File: config.mk
export PLATFORM = sky130hd
export DESIGN_NAME = bp_vc_wb_drain
export DESIGN_NICKNAME = d
export VERILOG_FILES = /design/src/rtl/bp_vc_wb_drain.sv
export SDC_FILE = /design/constraint.sdc
export NUM_CORES = 1
export LEC_CHECK = 0
export BUFFER_PORTS_ARGS = -buffer_cell sky130_fd_sc_hd__clkbuf_2
export CORE_UTILIZATION = 54
export CTS_CLUSTER_DIAMETER = 50
export DETAILED_ROUTE_END_ITERATION = 7
export GPL_TIMING_DRIVEN = 0
export PLACE_DENSITY = 0.76
export SYNTH_ARGS = -nofsm -noshare
export SYNTH_HDL_FRONTEND = slang
export SYNTH_SLANG_ARGS = --single-unit
File: constraint.sdc
create_clock -name clk_i -period 30.1 [get_ports clk_i]
set_clock_uncertainty 0.2 [all_clocks]
set_input_delay 4.515 -clock clk_i [delete_from_list [all_inputs] [get_ports clk_i]]
set_output_delay 4.515 -clock clk_i [all_outputs]
set_load 0.1 [all_outputs]
File: src/rtl/bp_vc_wb_drain.sv
// bp_vc_wb_drain
//
// Buffers dirty-block evictions from the victim cache in a small FIFO and
// serializes each buffered block into beat_width writeback beats toward the
// UCE. Evictions arrive as single-cycle strobes that cannot be stalled; the
// writeback side is back-pressured with a valid/ready handshake.
//
// Handshake: a beat transfers on a rising edge where wb_v_o=1 and
// wb_ready_i=1. While wb_v_o=1 and wb_ready_i=0 every wb_* output holds
// stable. wb_ready_i is ignored while wb_v_o=0.
//
// Ports:
//   clk_i          clock, rising edge
//   reset          asynchronous active-low reset
//   evict_i        eviction strobe (enqueue when not full and stat != 0)
//   evict_data_i   evicted block data
//   evict_tag_i    evicted block tag
//   evict_stat_i   evicted block status (0 = clean, dropped)
//   full_o         FIFO holds fifo_els entries
//   overflow_o     sticky: an eviction arrived while full
//   wb_v_o         writeback beat valid
//   wb_ready_i     UCE accepts the beat
//   wb_tag_o       tag of the block being drained
//   wb_stat_o      status of the block being drained
//   wb_beat_o      beat index within the block
//   wb_last_o      final beat of the block
//   wb_data_o      beat data, low beat first
//   busy_o         FIFO non-empty or drain in progress
module bp_vc_wb_drain #(
    parameter int block_width = 512,
    parameter int tag_width   = 28,
    parameter int stat_width  = 2,
    parameter int beat_width  = 64,
    parameter int fifo_els    = 2,
    localparam int nb_lp         = block_width / beat_width,
    localparam int beat_idx_w_lp = (nb_lp > 1) ? $clog2(nb_lp) : 1
) (
    input  logic                     clk_i,
    input  logic                     reset,
    input  logic                     evict_i,
    input  logic [block_width-1:0]   evict_data_i,
    input  logic [tag_width-1:0]     evict_tag_i,
    input  logic [stat_width-1:0]    evict_stat_i,
    output logic                     full_o,
    output logic                     overflow_o,
    output logic                     wb_v_o,
    input  logic                     wb_ready_i,
    output logic [tag_width-1:0]     wb_tag_o,
    output logic [stat_width-1:0]    wb_stat_o,
    output logic [beat_idx_w_lp-1:0] wb_beat_o,
    output logic                     wb_last_o,
    output logic [beat_width-1:0]    wb_data_o,
    output logic                     busy_o
);

    localparam int ptr_w_lp = (fifo_els > 1) ? $clog2(fifo_els) : 1;
    localparam int cnt_w_lp = $clog2(fifo_els + 1);
    localparam logic [beat_idx_w_lp-1:0] last_beat_lp = beat_idx_w_lp'(nb_lp - 1);

    typedef enum logic {
        IDLE = 1'b0,
        SEND = 1'b1
    } state_e;

    state_e                   state_q, state_d;
    logic [ptr_w_lp-1:0]      rd_q, rd_d, wr_q, wr_d;
    logic [cnt_w_lp-1:0]      cnt_q, cnt_d;
    logic [beat_idx_w_lp-1:0] beat_q, beat_d;
    logic                     ovf_q, ovf_d;
    logic                     enq, pop, full;

    logic [block_width-1:0]   data_mem_q [fifo_els];
    logic [tag_width-1:0]     tag_mem_q  [fifo_els];
    logic [stat_width-1:0]    stat_mem_q [fifo_els];
    logic [block_width-1:0]   head_data;

    function automatic logic [ptr_w_lp-1:0] ptr_inc(input logic [ptr_w_lp-1:0] p);
        return (p == ptr_w_lp'(fifo_els - 1)) ? '0 : p + 1'b1;
    endfunction

    // Full is judged on the registered count, so a pop in the same cycle
    // never makes room for that cycle's eviction.
    assign full = (cnt_q == cnt_w_lp'(fifo_els));
    assign enq  = evict_i & ~full & (|evict_stat_i);

    always_comb begin
        state_d = state_q;
        beat_d  = beat_q;
        rd_d    = rd_q;
        wr_d    = wr_q;
        pop     = 1'b0;
        ovf_d   = ovf_q | (evict_i & full);
        if (enq) wr_d = ptr_inc(wr_q);
        case (state_q)
            IDLE: begin
                if (cnt_q != '0) begin
                    state_d = SEND;
                    beat_d  = '0;
                end
            end
            SEND: begin
                if (wb_ready_i) begin
                    if (beat_q == last_beat_lp) begin
                        pop    = 1'b1;
                        beat_d = '0;
                        rd_d   = ptr_inc(rd_q);
                    end else begin
                        beat_d = beat_q + 1'b1;
                    end
                end
            end
            default: state_d = IDLE;
        endcase
        cnt_d = cnt_q + cnt_w_lp'(enq) - cnt_w_lp'(pop);
        // Stay in SEND after the last beat only if another block is queued,
        // which lets back-to-back blocks stream without a bubble.
        if (pop && (cnt_d == '0)) state_d = IDLE;
    end

    always_ff @(posedge clk_i or negedge reset) begin
        if (!reset) begin
            state_q <= IDLE;
            rd_q    <= '0;
            wr_q    <= '0;
            cnt_q   <= '0;
            beat_q  <= '0;
            ovf_q   <= 1'b0;
        end else begin
            state_q <= state_d;
            rd_q    <= rd_d;
            wr_q    <= wr_d;
            cnt_q   <= cnt_d;
            beat_q  <= beat_d;
            ovf_q   <= ovf_d;
        end
    end

    // Entry storage needs no reset: it is only visible through the gated
    // outputs below, and the tail slot written here is never the head being
    // read while the FIFO is non-full.
    always_ff @(posedge clk_i) begin
        if (enq) begin
            data_mem_q[wr_q] <= evict_data_i;
            tag_mem_q[wr_q]  <= evict_tag_i;
            stat_mem_q[wr_q] <= evict_stat_i;
        end
    end

    assign head_data = data_mem_q[rd_q];

    // Data-path outputs are forced to 0 outside SEND so every output is 0
    // during and right after reset.
    always_comb begin
        wb_v_o    = (state_q == SEND);
        wb_tag_o  = '0;
        wb_stat_o = '0;
        wb_beat_o = '0;
        wb_last_o = 1'b0;
        wb_data_o = '0;
        if (state_q == SEND) begin
            wb_tag_o  = tag_mem_q[rd_q];
            wb_stat_o = stat_mem_q[rd_q];
            wb_beat_o = beat_q;
            wb_last_o = (beat_q == last_beat_lp);
            wb_data_o = head_data[beat_q * beat_width +: beat_width];
        end
    end

    assign full_o     = full;
    assign overflow_o = ovf_q;
    assign busy_o     = (cnt_q != '0) | (state_q == SEND);

endmodule

==> flow_summary.json <==
{
  "postCtsSetupBuffers": 0,
  "nets": 3590,
  "htree_num_levels": 3,
  "numClockSinks": 1093,
  "cts_tree": "done",
  "slew_viol_final": 0,
  "grt_pass1_vias": 25400,
  "synth_area_mm2": 0.0424,
  "hold_buffers": 0,
  "synth-seq-cells": 1093,
  "synth_nets": 2799,
  "wl_met3_um": 10200,
  "clk_pin_slew_ps": 60,
  "grt_pass1_wl_um": 158000,
  "slew_headroom": 0.240,
  "min_path_type": "reg2reg",
  "synth_most_common_cell": "edfxtp_1",
  "drt_iter0_drc": 2150,
  "synthTopCellsByArea": "edfxtp_1, mux2i_1, a22oi_1, mux4_2, o21ai_1",
  "synth_edf_count": 1084,
  "fmax_mhz": 118,
  "cts_made_buffers": 114,
  "synthFlopType": "edfxtp_1",
  "leakage_nw": 19.5,
  "via_count": 24700,
  "row_count": 102,
  "setup-tns-final_ps": 0,
  "drt-wirelength-per-cell_um": 26.8,
  "finalHoldViolCount": 0,
  "ys_types": 36,
  "ctsResizeCount": 0,
  "synth_area_per_cell_um2": 18.9,
  "fp.coreArea_mm2": 0.0776,
  "vias_per_cell": 5.85,
  "design_area_mm2": 0.0515,
  "synth_top_family_by_area": "multiplexers",
  "grt_max_degree": 68,
  "worst_slew_pin_slew_ps": 1130,
  "grtUsageTotal": 0.276,
  "synth_top_cell_by_area": "edfxtp_1",
  "antenna_found_initial": 59,
  "synthSimpleGateAreaFrac": 0.0192,
  "die_y_um": 282,
  "top_layer": "met5",
  "clock_tree.buffer_depth": 3,
  "ys_async_sr_fraction": 0.00823,
  "synthAdderAreaFrac": 0.00118,
  "layout_setup_ws_ps": 21630,
  "place_area_mm2": 0.0476,
  "routed_wl_um": 113000,
  "drt.antenna.violating_nets": 0,
  "gp_congestion": 0.858,
  "synth_commonest_cells": "edfxtp_1, mux2i_1, a22oi_1, nand2_1, o21ai_1",
  "worstPathRequired_ps": 25390,
  "wl_met1_um": 41200,
  "portBuffers": 647,
  "vdd_drop_max_uv": 111,
  "synthXorXnorAreaFrac": 0.000826,
  "setup.worst_path.start_class": "flip-flop",
  "insertion_delay_ps": 650,
  "critPathCaptureType": "output port",
  "fin_cells": 4218,
  "power.density_mw_per_mm2": 118,
  "pin_count": 648,
  "yosysWarnings": 0,
  "ys_seq_area_frac": 0.773,
  "netlist_instances": 2249,
  "drt-pass1-iter-count": 6,
  "finalSetupViolCount": 0,
  "fp.dieW_um": 282,
  "arrival_ps": 3760,
  "synth.mux.area_fraction": 0.130,
  "clockRootBuffer": "clkbuf_16",
  "dp_hpwl_um": 80600,
  "synth.top_cell.area_share": 0.767,
  "grt_setup_unrepaired": "no",
  "dp_slack_ps": 22310,
  "period_minus_slack_ps": 8470,
  "maxCapViolCount": 0,
  "layout_worst_path_cycle_share": 0.282,
  "synth_compound_area_frac": 0.0536,
  "areaGrowthSynthToFinish_pct": 21.4,
  "post-route-util": 0.664,
  "fill_cells": 5290,
  "placed_cells": 3964,
  "drc": 0,
  "die-area_mm2": 0.0797,
  "criticalPathCategory": "reg2out",
  "status": "complete, no violations",
  "worstPathMaxFanout": 10,
  "start_util": 0.547,
  "wl_met2_um": 57100,
  "drive_above_1_share": 0.306,
  "overflow": 0
}
## placed cells by master, fill, tap and decap left out, types with 4 or more instances in the layout
cell type | netlist | routed
buf_6 | 14 | 14
buf_2 | 33 | 33
o21ai_0 | 7 | 7
clkbuf_4 | 10 | 10
diode_2 | 0 | 39
buf_16 | 0 | 12
a221oi_1 | 7 | 7
o21ai_1 | 60 | 60
nand2_1 | 70 | 70
buf_4 | 15 | 15
clkbuf_16 | 0 | 116
dfrtp_1 | 9 | 9
mux2i_1 | 508 | 508
clkinv_1 | 0 | 31
clkinv_4 | 0 | 4
clkbuf_1 | 38 | 60
a221oi_2 | 10 | 10
bufinv_16 | 0 | 12
clkbuf_2 | 1 | 648
nor2b_1 | 33 | 33
buf_8 | 11 | 11
clkinv_2 | 0 | 18
o22ai_1 | 4 | 4
nor2_1 | 6 | 5
ha_1 | 4 | 4
buf_12 | 6 | 22
nand3_1 | 53 | 53
mux4_2 | 17 | 17
edfxtp_1 | 1084 | 1084
and2_1 | 4 | 4
a22oi_1 | 222 | 222
clkinvlp_4 | 0 | 4
## report_power, final
| group | internal (mW) | leakage [nW] | switching [mW] | total, mW |
|---|---|---|---|---|
| Clock | 0.812 | 1.82 | 0.576 | 1.39 |
| Combinational | 0.654 | 7.55 | 1.96 | 2.61 |
| Sequential | 1.99 | 10.1 | 0.0661 | 2.05 |
## cell families (layout without fill, tap and decap cells)
| logic type | after synthesis | count (layout) |
|---|---|---|
| adders and majority gates | 4 | 4 |
| DFF | 1093 | 1093 |
| AOI/OAI and AO/OA | 314 | 314 |
| other | 0 | 39 |
| and+or+nand+nor | 171 | 171 |
| muxes | 528 | 528 |
| buffers and inverters | 135 | 1025 |
| xor gates and xnor gates | 4 | 4 |
## path summary, 6_finish.rpt
check / startpoint / endpoint / slack (ps) / cells after the start
hold / removal: overflow_o / overflow_o / 290 / 1
min in group asynchronous: reset / overflow_o / 3520 / 1
max in group asynchronous: reset / rd_q / 25970 / 1
setup reg to reg: cnt_q[1] / data_mem_q[0][486] / 26540 / 10
hold reg to reg: overflow_o / overflow_o / 290 / 1
setup / recovery: beat_q[1] / wb_data_o[55] / 21630 / 5
## sequential cells by signal, summed over array words and instances, names as in the netlist
signal	flops
wb_v_o	1
cnt_q	2
stat_mem_q	4
wr_q	1
data_mem_q	1024
overflow_o	1
rd_q	1
tag_mem_q	56
beat_q	3
## worst max-delay path, cell delays in order, from the launching register on
cell      delay (ps)
dfrtp_1          510
clkbuf_1         620
mux4_2           410
o21ai_0          880
o21ai_1          200
clkbuf_2         460
## stage by stage
stage / hold WS [ps] / power [mW]
final: 289 / 6.05
after global routing: 300 / 6.24
after CTS: 285 / 6.07
after detailed placement: 270 / 4.69
after global placement: 242 / 4.93
after floorplan: 261 / 4.20
## cell type report
type,instances,area (um2),area share
Antenna cell,39,97.6,0.00190
Inverter,4,15.0,0.000292
Timing Repair Buffer,675,3890,0.0755
Sequential cell,1093,32800,0.637
Tap cell,1040,1300,0.0253
Clock buffer,138,2990,0.0580
Multi-Input combinational cell,1021,8680,0.169
Buffer,131,955,0.0185
Clock inverter,77,783,0.0152
## metal layers
metal	track usage	up-vias
met1	0.329	12400
li1	-	10700
met5	0	-
met2	0.473	1253
met4	0.128	40
met3	0.0698	248
Note: power is estimated with default switching activity, not from simulation.
